### src/rtl/d_cache_line_mover.sv
// d_cache_line_mover: line-transfer sequencer for the D-cache data array.
// Refill streams memory beats into one cache line. Writeback reads the line
// word by word through the RAM's one-cycle registered read port and streams
// the words to memory under valid/ready backpressure.
module d_cache_line_mover #(
    parameter int ADDR_W = 6,
    parameter int BEAT_W = 2
) (
    input  logic                       clk,
    input  logic                       rst,
    input  logic                       req_valid_i,
    output logic                       req_ready_o,
    input  logic                       req_wb_i,
    input  logic [ADDR_W-BEAT_W-1:0]   req_line_i,
    output logic                       done_o,
    output logic [ADDR_W-1:0]          ram_addr_o,
    output logic [63:0]                ram_wdata_o,
    output logic [7:0]                 ram_wen_o,
    input  logic [63:0]                ram_rdata_i,
    input  logic                       rf_valid_i,
    input  logic [63:0]                rf_data_i,
    output logic                       rf_ready_o,
    output logic                       wb_valid_o,
    output logic [63:0]                wb_data_o,
    output logic                       wb_last_o,
    input  logic                       wb_ready_i
);

    localparam int LINE_W = ADDR_W - BEAT_W;

    localparam logic [2:0] S_IDLE    = 3'd0;
    localparam logic [2:0] S_RF      = 3'd1;
    localparam logic [2:0] S_WB_RD   = 3'd2;
    localparam logic [2:0] S_WB_SEND = 3'd3;
    localparam logic [2:0] S_DONE    = 3'd4;

    logic [2:0]        state;
    logic [LINE_W-1:0] line;
    logic [BEAT_W-1:0] cnt;
    logic              last_beat;

    // The terminating beat is the one at the last word of the line.
    assign last_beat = &cnt;

    // Sequencer state, latched line index and word counter.
    // NOTE: state registers use non-blocking assignments so every register
    // samples the pre-edge values of the others, independent of statement order.
    always_ff @(posedge clk) begin
        if (!rst) begin
            state <= S_IDLE;
            line  <= '0;
            cnt   <= '0;
        end else begin
            case (state)
                S_IDLE: begin
                    if (req_valid_i) begin
                        line  <= req_line_i;
                        cnt   <= '0;
                        state <= req_wb_i ? S_WB_RD : S_RF;
                    end
                end
                S_RF: begin
                    if (rf_valid_i) begin
                        // cnt wraps back to zero on the terminating beat.
                        cnt <= cnt + 1'b1;
                        if (last_beat) state <= S_DONE;
                    end
                end
                S_WB_RD: begin
                    // Address is presented this cycle; read data arrives next.
                    state <= S_WB_SEND;
                end
                S_WB_SEND: begin
                    if (wb_ready_i) begin
                        cnt   <= cnt + 1'b1;
                        state <= last_beat ? S_DONE : S_WB_RD;
                    end
                end
                S_DONE: begin
                    state <= S_IDLE;
                end
                default: begin
                    state <= S_IDLE;
                end
            endcase
        end
    end

    // Output decode from the current state; RAM writes are gated off in reset.
    // NOTE: every output gets a default first, so no path through the block
    // leaves a signal unassigned and no latch is inferred.
    always_comb begin
        req_ready_o = 1'b0;
        done_o      = 1'b0;
        rf_ready_o  = 1'b0;
        wb_valid_o  = 1'b0;
        wb_last_o   = 1'b0;
        ram_addr_o  = '0;
        ram_wen_o   = 8'h00;
        ram_wdata_o = '0;
        wb_data_o   = ram_rdata_i;
        case (state)
            S_IDLE: begin
                req_ready_o = 1'b1;
            end
            S_RF: begin
                rf_ready_o = 1'b1;
                ram_addr_o = {line, cnt};
                // Refills always write whole words; the data is a straight
                // pass-through of the memory beat.
                if (rf_valid_i && rst) begin
                    ram_wen_o   = 8'hFF;
                    ram_wdata_o = rf_data_i;
                end
            end
            S_WB_RD: begin
                ram_addr_o = {line, cnt};
            end
            S_WB_SEND: begin
                // Address held and no writes, so read data is stable under stall.
                ram_addr_o = {line, cnt};
                wb_valid_o = 1'b1;
                wb_last_o  = last_beat;
            end
            S_DONE: begin
                done_o     = 1'b1;
                ram_addr_o = {line, cnt};
            end
            default: begin
                req_ready_o = 1'b0;
            end
        endcase
    end

endmodule

### config.mk
export PLATFORM = sky130hd
export DESIGN_NAME = d_cache_line_mover
export DESIGN_NICKNAME = d
export VERILOG_FILES = /design/src/rtl/d_cache_line_mover.sv
export SDC_FILE = /design/constraint.sdc
export NUM_CORES = 1
export LEC_CHECK = 0
export ABC_AREA = 0
export BUFFER_PORTS_ARGS = -buffer_cell sky130_fd_sc_hd__buf_2
export CAP_MARGIN = 20
export CORE_AREA = 2 2 111 113
export DETAILED_ROUTE_END_ITERATION = 7
export DIE_AREA = 0 0 113 115
export PLACE_DENSITY = 0.53
export SLEW_MARGIN = 20
export SYNTH_ARGS = -nofsm -noshare
export SYNTH_HDL_FRONTEND = slang
export SYNTH_SLANG_ARGS = --single-unit
### constraint.sdc
create_clock -name clk -period 2.5 [get_ports clk]
set_input_delay 0.5 -clock clk [delete_from_list [all_inputs] [get_ports clk]]
set_output_delay 0.5 -clock clk [all_outputs]
set_load 0.05 [all_outputs]
==> results of run 1 <==
[layout by cell type (no fill, tap or decap), types with 2 or more instances in the layout]
master | synthesis | layout
o21ai_0 | 3 | 3
a21boi_1 | 4 | 4
a221oi_1 | 2 | 2
mux2i_1 | 2 | 2
buf_12 | 0 | 2
clkbuf_16 | 0 | 3
nand3_1 | 7 | 7
buf_2 | 2 | 155
nor2_1 | 2 | 2
nand2_1 | 8 | 8
and2_1 | 72 | 72
dfxtp_1 | 9 | 9
a21oi_1 | 2 | 2
nand2b_1 | 5 | 5
[metrics by stage]
step / setup slack, ns / power (mW) / cells
global placement: 0.368 / 0.513 / 430
finish: 0.209 / 0.796 / 434
global route: 0.0656 / 0.835 / 434
floorplan: 0.336 / 0.695 / 206
detailed placement: 0.336 / 0.516 / 430
CTS: 0.178 / 0.804 / 434
[worst paths after layout]
check	startpoint	depth (start not counted)	end
setup / recovery	state[0]	5	ram_wdata_o[10]
hold / removal	line[1]	2	line[1]
setup reg to reg	state[2]	3	cnt[0]
hold reg to reg	line[1]	2	line[1]
[per-layer routing]
| metal | track usage (%) | share of wire, % | up-vias |
|---|---|---|---|
| met2 | 8.94 | 42 | 163 |
| met5 | 0 | 0 | - |
| met3 | 4.11 | 20 | 6 |
| li1 | - | - | 733 |
| met4 | 1.46 | 0.93 | 0 |
| met1 | 5.83 | 37 | 619 |
[final cells by class]
| cell class | count | area [sq um] |
|---|---|---|
| Inverter | 1 | 3.75 |
| Clock buffer | 4 | 78.8 |
| Tap cell | 147 | 184 |
| Sequential cell | 9 | 180 |
| Fill cell | 1333 | 9820 |
| Timing Repair Buffer | 157 | 816 |
| Multi-Input combinational cell | 116 | 724 |
[flip-flops by register name, summed over array words and instances, names as in the netlist]
signal / flops
line: 4
cnt: 2
state: 3
[cell families (layout without fill, tap and decap cells)]
group                    after synthesis  after routing
AND/OR/NAND/NOR                      100            100
multiplexers                           2              2
AO/OA/AOI/OAI                         12             12
buffers and inverters                 81            162
XOR/XNOR                               1              1
adder cells (fa/ha/maj)                1              1
flip-flops                             9              9
[power groups by stage]
stage	logic [mW]	clock network [mW]	registers, mW
3_3_place_gp	0.344	0	0.169
5_1_grt	0.367	0.299	0.169
2_1_floorplan	0.529	0	0.166
3_5_place_dp	0.346	0	0.169
6_report	0.343	0.286	0.167
4_1_cts	0.347	0.290	0.167
[worst max-delay path, stage by stage, from the launching register on]
cell and delay (ns):
dfxtp_1 0.45, nor2b_4 0.22, and3_2 0.21, buf_12 0.21
and2_1 0.18, buf_2 0.26
==> flow_results.xml, run 1 <==
<?xml version="1.0" encoding="UTF-8"?>
<metrics>
  <group name="clocking">
    <metric name="cts.path.max_buffers" unit="">2</metric>
    <metric name="post_cts_hold_buffer_count" unit="">0</metric>
    <metric name="post_cts.repair.setup_buffers" unit="">0</metric>
    <metric name="clk_transition_reported_paths" unit="ns">0.04</metric>
    <metric name="clkSinkCount" unit="">9</metric>
    <metric name="cts_made_buffers" unit="">3</metric>
    <metric name="post_cts_resize_count" unit="">0</metric>
    <metric name="cts-htree-levels" unit="">1</metric>
    <metric name="clockRootBuffer" unit="">clkbuf_16</metric>
    <metric name="tritoncts" unit="">yes</metric>
    <metric name="clock_latency_reported_for_the_late_side_of_the_worst_skew_pair" unit="ns">0.24</metric>
  </group>
  <group name="global_route">
    <metric name="grt.overflow.total" unit="">0</metric>
    <metric name="grt_start_max_net_pins" unit="">73</metric>
    <metric name="grt_pass1_vias" unit="">1338</metric>
    <metric name="global_route_wire_length_before_repair" unit="um">6020</metric>
    <metric name="groute.usage.overall" unit="%">5.56</metric>
    <metric name="grt_antenna_before_repair" unit="">0</metric>
  </group>
  <group name="worst_setup_path">
    <metric name="worst_ep_arrival_time" unit="ns">1.79</metric>
    <metric name="critPathMaxFanout" unit="">72</metric>
    <metric name="crit_type" unit="">flop to output pin</metric>
    <metric name="startpoint_kind_of_the_worst_setup_timing_path" unit="">flop</metric>
    <metric name="reg2reg_slack" unit="ns">1.13</metric>
    <metric name="setup.worst_path.end_class" unit="">output pin</metric>
    <metric name="crit_required" unit="ns">2.00</metric>
  </group>
  <group name="yosys">
    <metric name="synth-compound-area-share" unit="%">5.20</metric>
    <metric name="netlist_instances" unit="">206</metric>
    <metric name="synth_adder_area_share" unit="%">0.812</metric>
    <metric name="synthMostInstantiatedCell" unit="">and2_1</metric>
    <metric name="yosys.cell_types.count" unit="">25</metric>
    <metric name="netlist_top_cells_count" unit="">and2_1, buf_4, dfxtp_1</metric>
    <metric name="synthMuxAreaShare" unit="%">1.30</metric>
    <metric name="edff_count_synth" unit="">0</metric>
    <metric name="synth_top_cells_by_area" unit="">buf_4, and2_1, dfxtp_1, buf_8, nand3_1</metric>
    <metric name="synth_sequential_area_ratio" unit="%">11.7</metric>
    <metric name="ys_async_sr_fraction" unit="%">0</metric>
    <metric name="yosysTopAreaCell" unit="">buf_4</metric>
    <metric name="synth.ff_latch_count" unit="">9</metric>
    <metric name="largest_family_of_logic_cells_by_synthesized_area" unit="">buffers and inverters</metric>
    <metric name="synth_simple_gate_area_share" unit="%">39.1</metric>
    <metric name="synth_top_area_share" unit="%">34.6</metric>
    <metric name="post_synth_xor_area_fraction" unit="%">0.569</metric>
    <metric name="dominantRegCellSynth" unit="">dfxtp_1</metric>
    <metric name="synth_area_per_cell" unit="sq um">7.48</metric>
    <metric name="ys.warnings.count" unit="">0</metric>
    <metric name="synthesis.nets" unit="">345</metric>
    <metric name="syn-cell-area" unit="sq um">1540</metric>
  </group>
  <group name="sta">
    <metric name="clock.fmax" unit="GHz">0.436</metric>
    <metric name="worst_hold_margin" unit="ns">0.448</metric>
    <metric name="min_period_over_period" unit="%">91.7</metric>
    <metric name="max_transition_margin" unit="%">64.9</metric>
    <metric name="finalSetupViolCount" unit="">0</metric>
    <metric name="timing_hold_violations_final" unit="">0</metric>
    <metric name="worst_clock_skew" unit="ns">0.00193</metric>
    <metric name="grt_setup_unrepaired" unit="">false</metric>
    <metric name="actual_transition_at_the_worst_max_transition_pin" unit="ns">0.522</metric>
    <metric name="maxSlewViolCount" unit="">0</metric>
    <metric name="fin_tns_setup" unit="ns">0</metric>
    <metric name="finalWorstPathRequiredPeriod" unit="ns">2.29</metric>
  </group>
  <group name="detailed_routing">
    <metric name="via_count" unit="">1521</metric>
    <metric name="mean_number_of_vias_per_cell" unit="">3.50</metric>
    <metric name="drt_drc_violations_left" unit="">18</metric>
    <metric name="dr.pass1.iters" unit="">6</metric>
    <metric name="drt_wl_total" unit="um">4310</metric>
    <metric name="wl_per_cell" unit="um">9.93</metric>
    <metric name="detailedRoute.firstIterationViolations" unit="">52</metric>
    <metric name="ant_nets" unit="">0</metric>
  </group>
  <group name="final_layout">
    <metric name="nNetsFinal" unit="">427</metric>
    <metric name="finish.instance_area" unit="sq um">1990</metric>
    <metric name="antenna_cells_inserted" unit="">0</metric>
    <metric name="area_growth" unit="%">29.0</metric>
    <metric name="drive_above_1_share" unit="%">56.4</metric>
    <metric name="utilization" unit="%">16.8</metric>
  </group>
  <group name="power_and_ir_drop">
    <metric name="power.leakage" unit="nW">1.18</metric>
    <metric name="sequential_power_share" unit="%">21.0</metric>
    <metric name="gate_power_share" unit="%">43.1</metric>
    <metric name="internal_power" unit="uW">479</metric>
    <metric name="clkPwrFrac" unit="%">35.9</metric>
    <metric name="power.switching_fraction" unit="%">39.7</metric>
    <metric name="vdd.ir_drop.worst" unit="V">0.000382</metric>
    <metric name="powerDensity" unit="nW/um^2">400</metric>
    <metric name="switchingPower" unit="uW">316</metric>
  </group>
  <group name="die">
    <metric name="floorplan.rows" unit="">40</metric>
    <metric name="fp.dieArea" unit="sq um">13000</metric>
    <metric name="io_pins" unit="">285</metric>
    <metric name="floorplan.die.height" unit="um">115</metric>
    <metric name="core-area" unit="sq um">11800</metric>
    <metric name="initial_utilization" unit="%">13.0</metric>
    <metric name="die_w" unit="um">113</metric>
  </group>
  <group name="place">
    <metric name="dp_hpwl" unit="um">3580</metric>
    <metric name="place_congestion" unit="">0.674</metric>
    <metric name="portBuffers" unit="">156</metric>
    <metric name="post_dp_cell_area" unit="sq um">1910</metric>
  </group>
  <group name="run_status">
    <metric name="violated_checks" unit="">design-rule violations</metric>
    <metric name="outcome" unit="">finished with violations</metric>
  </group>
  <group name="min_path">
    <metric name="min_path_type" unit="">flop to flop</metric>
  </group>
  <group name="flow_run">
    <metric name="drv.max_cap_violation_count" unit="">0</metric>
  </group>
</metrics>
Note: power is estimated with default switching activity, not from simulation.
==> inputs of run 2 (changes only) <==
Clock period 2.5 ns to 2.35 ns, I/O delays scaled along.
==> run 2 against run 1 <==
  * The run still ends with design-rule violations left
  * Combinational power grew 6.7%
  * Die area stayed put
  * Final cell count up 0.23%
  * Setup slack got worse by 0.037 ns
  * Power grew 6.3%
  * Critical path type unchanged
  * Largest cell class unchanged
==> flow_results.xml, run 2 (synthesis gave the netlist of run 1 again) <==
<?xml version="1.0" encoding="UTF-8"?>
<metrics>
  <group name="run_status">
    <metric name="outcome" unit="">finished with violations</metric>
    <metric name="violated_checks" unit="">design-rule violations</metric>
  </group>
  <group name="min_path">
    <metric name="timing.hold.worst_path_depth" unit="">2</metric>
    <metric name="min_to" unit="">line[1]</metric>
    <metric name="min_path_type" unit="">flop to flop</metric>
    <metric name="timing.hold.worst.start" unit="">line[1]</metric>
  </group>
  <group name="worst_setup_path">
    <metric name="startpoint" unit="">state[0]</metric>
    <metric name="reg2reg_slack" unit="ns">0.98</metric>
    <metric name="worst_ep_arrival_time" unit="ns">1.71</metric>
    <metric name="r2r.worst_path.cells" unit="">3</metric>
    <metric name="critPathMaxFanout" unit="">72</metric>
    <metric name="startpoint_kind_of_the_worst_setup_timing_path" unit="">flop</metric>
    <metric name="rr_startpoint" unit="">state[2]</metric>
    <metric name="crit_required" unit="ns">1.88</metric>
    <metric name="setup.worst_path.end_class" unit="">output pin</metric>
    <metric name="crit_type" unit="">flop to output pin</metric>
    <metric name="r2r-end" unit="">cnt[0]</metric>
  </group>
  <group name="global_route">
    <metric name="global_route_wire_length_before_repair" unit="um">6180</metric>
    <metric name="grt_antenna_before_repair" unit="">0</metric>
    <metric name="groute.usage.overall" unit="%">5.73</metric>
    <metric name="grt.overflow.total" unit="">0</metric>
    <metric name="grt_pass1_vias" unit="">1297</metric>
    <metric name="grt_start_max_net_pins" unit="">73</metric>
  </group>
  <group name="place">
    <metric name="place_congestion" unit="">0.681</metric>
    <metric name="portBuffers" unit="">156</metric>
    <metric name="dp_hpwl" unit="um">3540</metric>
  </group>
  <group name="sta">
    <metric name="actual_transition_at_the_worst_max_transition_pin" unit="ns">0.491</metric>
    <metric name="clock.fmax" unit="GHz">0.459</metric>
    <metric name="fin_tns_setup" unit="ns">0</metric>
    <metric name="worst_hold_margin" unit="ns">0.447</metric>
    <metric name="finalWorstPathRequiredPeriod" unit="ns">2.18</metric>
    <metric name="min_period_over_period" unit="%">92.7</metric>
    <metric name="timing_hold_violations_final" unit="">0</metric>
    <metric name="max_transition_margin" unit="%">67.0</metric>
    <metric name="maxSlewViolCount" unit="">0</metric>
    <metric name="finalSetupViolCount" unit="">0</metric>
    <metric name="worst_clock_skew" unit="ns">0.00214</metric>
    <metric name="grt_setup_unrepaired" unit="">false</metric>
  </group>
  <group name="power_and_ir_drop">
    <metric name="power.switching_fraction" unit="%">39.5</metric>
    <metric name="power.leakage" unit="nW">1.19</metric>
    <metric name="sequential_power_share" unit="%">21.1</metric>
    <metric name="gate_power_share" unit="%">43.3</metric>
    <metric name="vdd.ir_drop.worst" unit="V">0.000320</metric>
    <metric name="clkPwrFrac" unit="%">35.6</metric>
    <metric name="internal_power" unit="uW">511</metric>
    <metric name="switchingPower" unit="uW">334</metric>
    <metric name="powerDensity" unit="nW/um^2">424</metric>
  </group>
  <group name="clocking">
    <metric name="cts_made_buffers" unit="">3</metric>
    <metric name="cts-htree-levels" unit="">1</metric>
    <metric name="clock_latency_reported_for_the_late_side_of_the_worst_skew_pair" unit="ns">0.23</metric>
    <metric name="post_cts.repair.setup_buffers" unit="">0</metric>
    <metric name="tritoncts" unit="">yes</metric>
    <metric name="clkSinkCount" unit="">9</metric>
    <metric name="cts.path.max_buffers" unit="">2</metric>
    <metric name="post_cts_resize_count" unit="">0</metric>
    <metric name="clockRootBuffer" unit="">clkbuf_16</metric>
    <metric name="post_cts_hold_buffer_count" unit="">0</metric>
    <metric name="clk_transition_reported_paths" unit="ns">0.04</metric>
  </group>
  <group name="final_layout">
    <metric name="register_area" unit="sq um">181</metric>
    <metric name="antenna_cells_inserted" unit="">0</metric>
    <metric name="top_register" unit="">line</metric>
    <metric name="mostFrequentLayoutCells" unit="">buf_2, and2_1, nand2_1, dfxtp_1, nand3_1</metric>
    <metric name="leading_cell_type_in_the_layout_fill_and_taps_excluded" unit="">buf_2</metric>
    <metric name="multiInputGateArea" unit="sq um">724</metric>
    <metric name="utilization" unit="%">16.9</metric>
    <metric name="nNetsFinal" unit="">428</metric>
    <metric name="biggest_regs" unit="">line: 4 flops, state: 3 flops, cnt: 2 flops</metric>
    <metric name="area_growth" unit="%">29.6</metric>
    <metric name="fillCellCount" unit="">1342</metric>
    <metric name="drive_above_1_share" unit="%">56.9</metric>
    <metric name="largest_register_ff_count" unit="">4</metric>
  </group>
  <group name="die">
    <metric name="floorplan.die.height" unit="um">115</metric>
    <metric name="io_pins" unit="">285</metric>
    <metric name="core-area" unit="sq um">11800</metric>
    <metric name="initial_utilization" unit="%">13.0</metric>
    <metric name="fp.dieArea" unit="sq um">13000</metric>
    <metric name="die_w" unit="um">113</metric>
    <metric name="floorplan.rows" unit="">40</metric>
  </group>
  <group name="detailed_routing">
    <metric name="dr.pass1.iters" unit="">8</metric>
    <metric name="mean_number_of_vias_per_cell" unit="">3.54</metric>
    <metric name="ant_nets" unit="">0</metric>
    <metric name="drt_drc_violations_left" unit="">17</metric>
    <metric name="drt_wl_total" unit="um">4310</metric>
    <metric name="detailedRoute.firstIterationViolations" unit="">40</metric>
    <metric name="wl_per_cell" unit="um">9.90</metric>
    <metric name="via_count" unit="">1540</metric>
  </group>
  <group name="flow_run">
    <metric name="drv.max_cap_violation_count" unit="">0</metric>
  </group>
</metrics>
==> run 2: metal layers <==
layer	GRT usage, %	vias to the layer above	part of all wire [%]
li1	-	736	-
met2	9.22	164	42
met5	0	-	0
met4	1.46	0	0.72
met1	5.84	634	37
met3	4.53	6	20
==> run 2: worst max-delay path by stage <==
stage                            to  slack (ns)
detailed placement  ram_wdata_o[10]        0.23
global placement    ram_wdata_o[10]        0.28
floorplan               req_ready_o        0.22
CTS                 ram_wdata_o[10]        0.06
finish              ram_wdata_o[10]        0.17
global route        ram_wdata_o[10]        0.05
==> run 2: area by class of cell <==
cell class,instances,area share (%)
Clock buffer,4,3.95
Inverter,1,0.188
Multi-Input combinational cell,116,36.3
Sequential cell,9,9.09
Tap cell,147,9.22
Timing Repair Buffer,158,41.3
==> run 2: through the flow <==
step	power [mW]	std cells	area [sq um]	setup slack, ns
after detailed placement	0.550	431	1920	0.233
final	0.846	435	2000	0.172
after CTS	0.856	435	1990	0.0567
after floorplan	0.740	206	1540	0.220
after global placement	0.548	431	1920	0.277
after global routing	0.890	435	2000	0.0533
==> run 2: power by group through the flow <==
stage          registers (mW)  clock network, mW  logic (mW)
6_report                0.178              0.301       0.366
5_1_grt                 0.180              0.317       0.392
4_1_cts                 0.178              0.308       0.371
3_5_place_dp            0.180                  0       0.370
3_3_place_gp            0.180                  0       0.367
2_1_floorplan           0.177                  0       0.563
==> run 2: worst max-delay path, cell delays in order (launching register included) <==
cell and delay [ns]:
dfxtp_2 0.39, nor2b_4 0.19, and3_2 0.21, buf_12 0.20, and2_1 0.17, buf_2 0.26
==> inputs of run 3 (changes only) <==
Settings changed: CELL_PAD_IN_SITES_DETAIL_PLACEMENT from default to 1, CELL_PAD_IN_SITES_GLOBAL_PLACEMENT from default to 2, CORE_AREA 2 2 111 113 to default, CORE_MARGIN from default to 2, CORE_UTILIZATION from default to 10, DIE_AREA 0 0 113 115 to default, PLACE_DENSITY 0.53 to 0.87.
==> run 3 against run 2 <==
  * Power is 4.1% higher
  * Setup slack better by 0.0096 ns
  * The flow now finishes without violations
  * Largest power group unchanged
  * Critical endpoint is now ram_wdata_o[45]
  * Critical path type unchanged
  * Core utilization is 2.5 points lower
  * Clock power is 1% higher
  * Final area is 9.2% higher
  * Final cell count is 9.7% higher
  * Global-route usage is 0.69 points higher
  * Via count is 2.6% higher
  * Sequential power hardly changed
  * Combinational power is 8.5% higher
==> flow_results.xml, run 3 (synthesis gave the netlist of run 1 again) <==
<?xml version="1.0" encoding="UTF-8"?>
<metrics>
  <group name="place">
    <metric name="portBuffers" unit="">156</metric>
    <metric name="placed_cells_incl_taps" unit="">473</metric>
    <metric name="place_congestion" unit="">0.619</metric>
    <metric name="dp_hpwl" unit="um">5400</metric>
    <metric name="pre_cts_slack" unit="ns">0.233</metric>
  </group>
  <group name="sta">
    <metric name="finalSetupViolCount" unit="">0</metric>
    <metric name="finalWorstSetupSlack" unit="ns">0.182</metric>
    <metric name="max_transition_margin" unit="%">70.2</metric>
    <metric name="maxSlewViolCount" unit="">0</metric>
    <metric name="actual_transition_at_the_worst_max_transition_pin" unit="ns">0.444</metric>
    <metric name="finalWorstPathRequiredPeriod" unit="ns">2.17</metric>
    <metric name="timing_hold_violations_final" unit="">0</metric>
    <metric name="grt_setup_unrepaired" unit="">false</metric>
    <metric name="min_period_over_period" unit="%">92.3</metric>
    <metric name="worst_clock_skew" unit="ns">0.00500</metric>
    <metric name="clock.fmax" unit="GHz">0.461</metric>
    <metric name="fin_tns_setup" unit="ns">0</metric>
    <metric name="worst_hold_margin" unit="ns">0.447</metric>
  </group>
  <group name="die">
    <metric name="core-area" unit="sq um">15100</metric>
    <metric name="die_w" unit="um">128</metric>
    <metric name="io_pins" unit="">285</metric>
    <metric name="floorplan.die.height" unit="um">128</metric>
    <metric name="initial_utilization" unit="%">10.2</metric>
    <metric name="floorplan.rows" unit="">45</metric>
    <metric name="fp.dieArea" unit="sq um">16400</metric>
  </group>
  <group name="clocking">
    <metric name="post_cts.repair.setup_buffers" unit="">0</metric>
    <metric name="post_cts_hold_buffer_count" unit="">0</metric>
    <metric name="clk_transition_reported_paths" unit="ns">0.04</metric>
    <metric name="cts_made_buffers" unit="">3</metric>
    <metric name="clockRootBuffer" unit="">clkbuf_16</metric>
    <metric name="cts.path.max_buffers" unit="">2</metric>
    <metric name="clkSinkCount" unit="">9</metric>
    <metric name="cts-htree-levels" unit="">1</metric>
    <metric name="tritoncts" unit="">yes</metric>
    <metric name="clock_latency_reported_for_the_late_side_of_the_worst_skew_pair" unit="ns">0.24</metric>
  </group>
  <group name="detailed_routing">
    <metric name="mean_number_of_vias_per_cell" unit="">3.31</metric>
    <metric name="drt_drc_violations_left" unit="">0</metric>
    <metric name="ant_nets" unit="">0</metric>
    <metric name="via_count" unit="">1580</metric>
    <metric name="wl_per_cell" unit="um">12.8</metric>
    <metric name="drt_wl_total" unit="um">6080</metric>
    <metric name="detailedRoute.firstIterationViolations" unit="">14</metric>
    <metric name="dr.pass1.iters" unit="">2</metric>
  </group>
  <group name="global_route">
    <metric name="groute.usage.overall" unit="%">6.42</metric>
    <metric name="grt_start_max_net_pins" unit="">73</metric>
    <metric name="grt.overflow.total" unit="">0</metric>
    <metric name="global_route_wire_length_before_repair" unit="um">8030</metric>
    <metric name="grt_antenna_before_repair" unit="">0</metric>
    <metric name="grt_pass1_vias" unit="">1422</metric>
  </group>
  <group name="worst_setup_path">
    <metric name="worst_ep_arrival_time" unit="ns">1.70</metric>
    <metric name="critPathMaxFanout" unit="">72</metric>
    <metric name="critPathSlowestCell" unit="">dfxtp_2</metric>
    <metric name="cp_cell_sequence" unit="">nor2b_4 -&gt; and3_2 -&gt; buf_12 -&gt; and2_1 -&gt; buf_2</metric>
    <metric name="setup.worst_path.end_class" unit="">output pin</metric>
    <metric name="crit_required" unit="ns">1.88</metric>
    <metric name="crit_path_max_incr_delay" unit="ns">0.39</metric>
    <metric name="startpoint_kind_of_the_worst_setup_timing_path" unit="">flop</metric>
    <metric name="crit_type" unit="">flop to output pin</metric>
  </group>
  <group name="flow_run">
    <metric name="drv.max_cap_violation_count" unit="">0</metric>
  </group>
  <group name="final_layout">
    <metric name="drive_above_1_share" unit="%">57.4</metric>
    <metric name="antenna_cells_inserted" unit="">0</metric>
    <metric name="leading_cell_type_in_the_layout_fill_and_taps_excluded" unit="">buf_2</metric>
    <metric name="area_growth" unit="%">41.4</metric>
    <metric name="final_cell_count_no_fill" unit="">477</metric>
    <metric name="biggest_regs" unit="">line: 4 flops, state: 3 flops, cnt: 2 flops</metric>
    <metric name="top_register" unit="">line</metric>
    <metric name="mostFrequentLayoutCells" unit="">buf_2, and2_1, buf_12, nand2_1, dfxtp_1</metric>
    <metric name="nNetsFinal" unit="">429</metric>
    <metric name="fillCellCount" unit="">1860</metric>
    <metric name="largest_register_ff_count" unit="">4</metric>
  </group>
  <group name="power_and_ir_drop">
    <metric name="power.leakage" unit="nW">1.21</metric>
    <metric name="powerDensity" unit="nW/um^2">404</metric>
    <metric name="vdd.ir_drop.worst" unit="V">0.000270</metric>
  </group>
  <group name="min_path">
    <metric name="min_path_type" unit="">flop to flop</metric>
  </group>
  <group name="run_status">
    <metric name="outcome" unit="">complete, no violations</metric>
  </group>
</metrics>
==> run 3: changes by cell type in the layout (fill, tap and decap cells not counted), sizes merged <==
cell / before / now
clkinv: 0 / 1
==> run 3: stage by stage <==
stage / area [sq um] / utilization [%] / total power, mW
2_1_floorplan: 1540 / - / 0.740
3_3_place_gp: 2090 / 13.8 / 0.581
3_5_place_dp: 2090 / 13.8 / 0.585
4_1_cts: 2170 / 14.4 / 0.896
5_1_grt: 2180 / 14.4 / 0.923
6_report: 2180 / 14.4 / 0.881
==> run 3: report_power, final <==
group	leakage (nW)	total [mW]	switching, mW	internal (mW)
clock network	0.0409	0.305	0.0803	0.225
registers	0.0739	0.179	0.0131	0.166
logic	1.10	0.397	0.263	0.134
total	1.21	0.881	0.356	0.524
==> run 3: worst max-delay path: cells and delay by family, from the launching register on <==
kind / cells / cell delay (ns)
and+or+nand+nor: 3 / 0.56
buffers and inverters: 2 / 0.48
DFF: 1 / 0.39
==> run 3: repair_timing <==
action	4_1_cts	5_1_grt
hold endpoints to repair	0	0
resized for setup	0	2
endpoints found under the setup margin	0	33
==> run 3: path summary, 6_finish.rpt <==
check | cells after the start | slack (ns) | endpoint | start
max | 5 | 0.18 | ram_wdata_o[45] | state[0]
min | 2 | 0.45 | line[3] | line[3]
max reg2reg | 3 | 0.97 | cnt[1] | state[2]
min reg2reg | 2 | 0.45 | line[3] | line[3]
==> run 3: area by class of cell <==
class / instances / area [sq um] / share of cell area (%)
clock inverters: 1 / 5.00 / 0.230
well taps: 188 / 235 / 10.8
flip-flops and latches: 9 / 181 / 8.33
clock buffers: 3 / 75.1 / 3.45
inverters: 1 / 3.75 / 0.172
repair buffers: 159 / 953 / 43.8
multi-input cells: 116 / 724 / 33.3
==> run 3: routing by layer <==
layer	GRT usage [%]	wire length, um
met5	0	0
met4	0.194	0
met3	4.88	1010
met2	10.1	2600
met1	7.32	2480
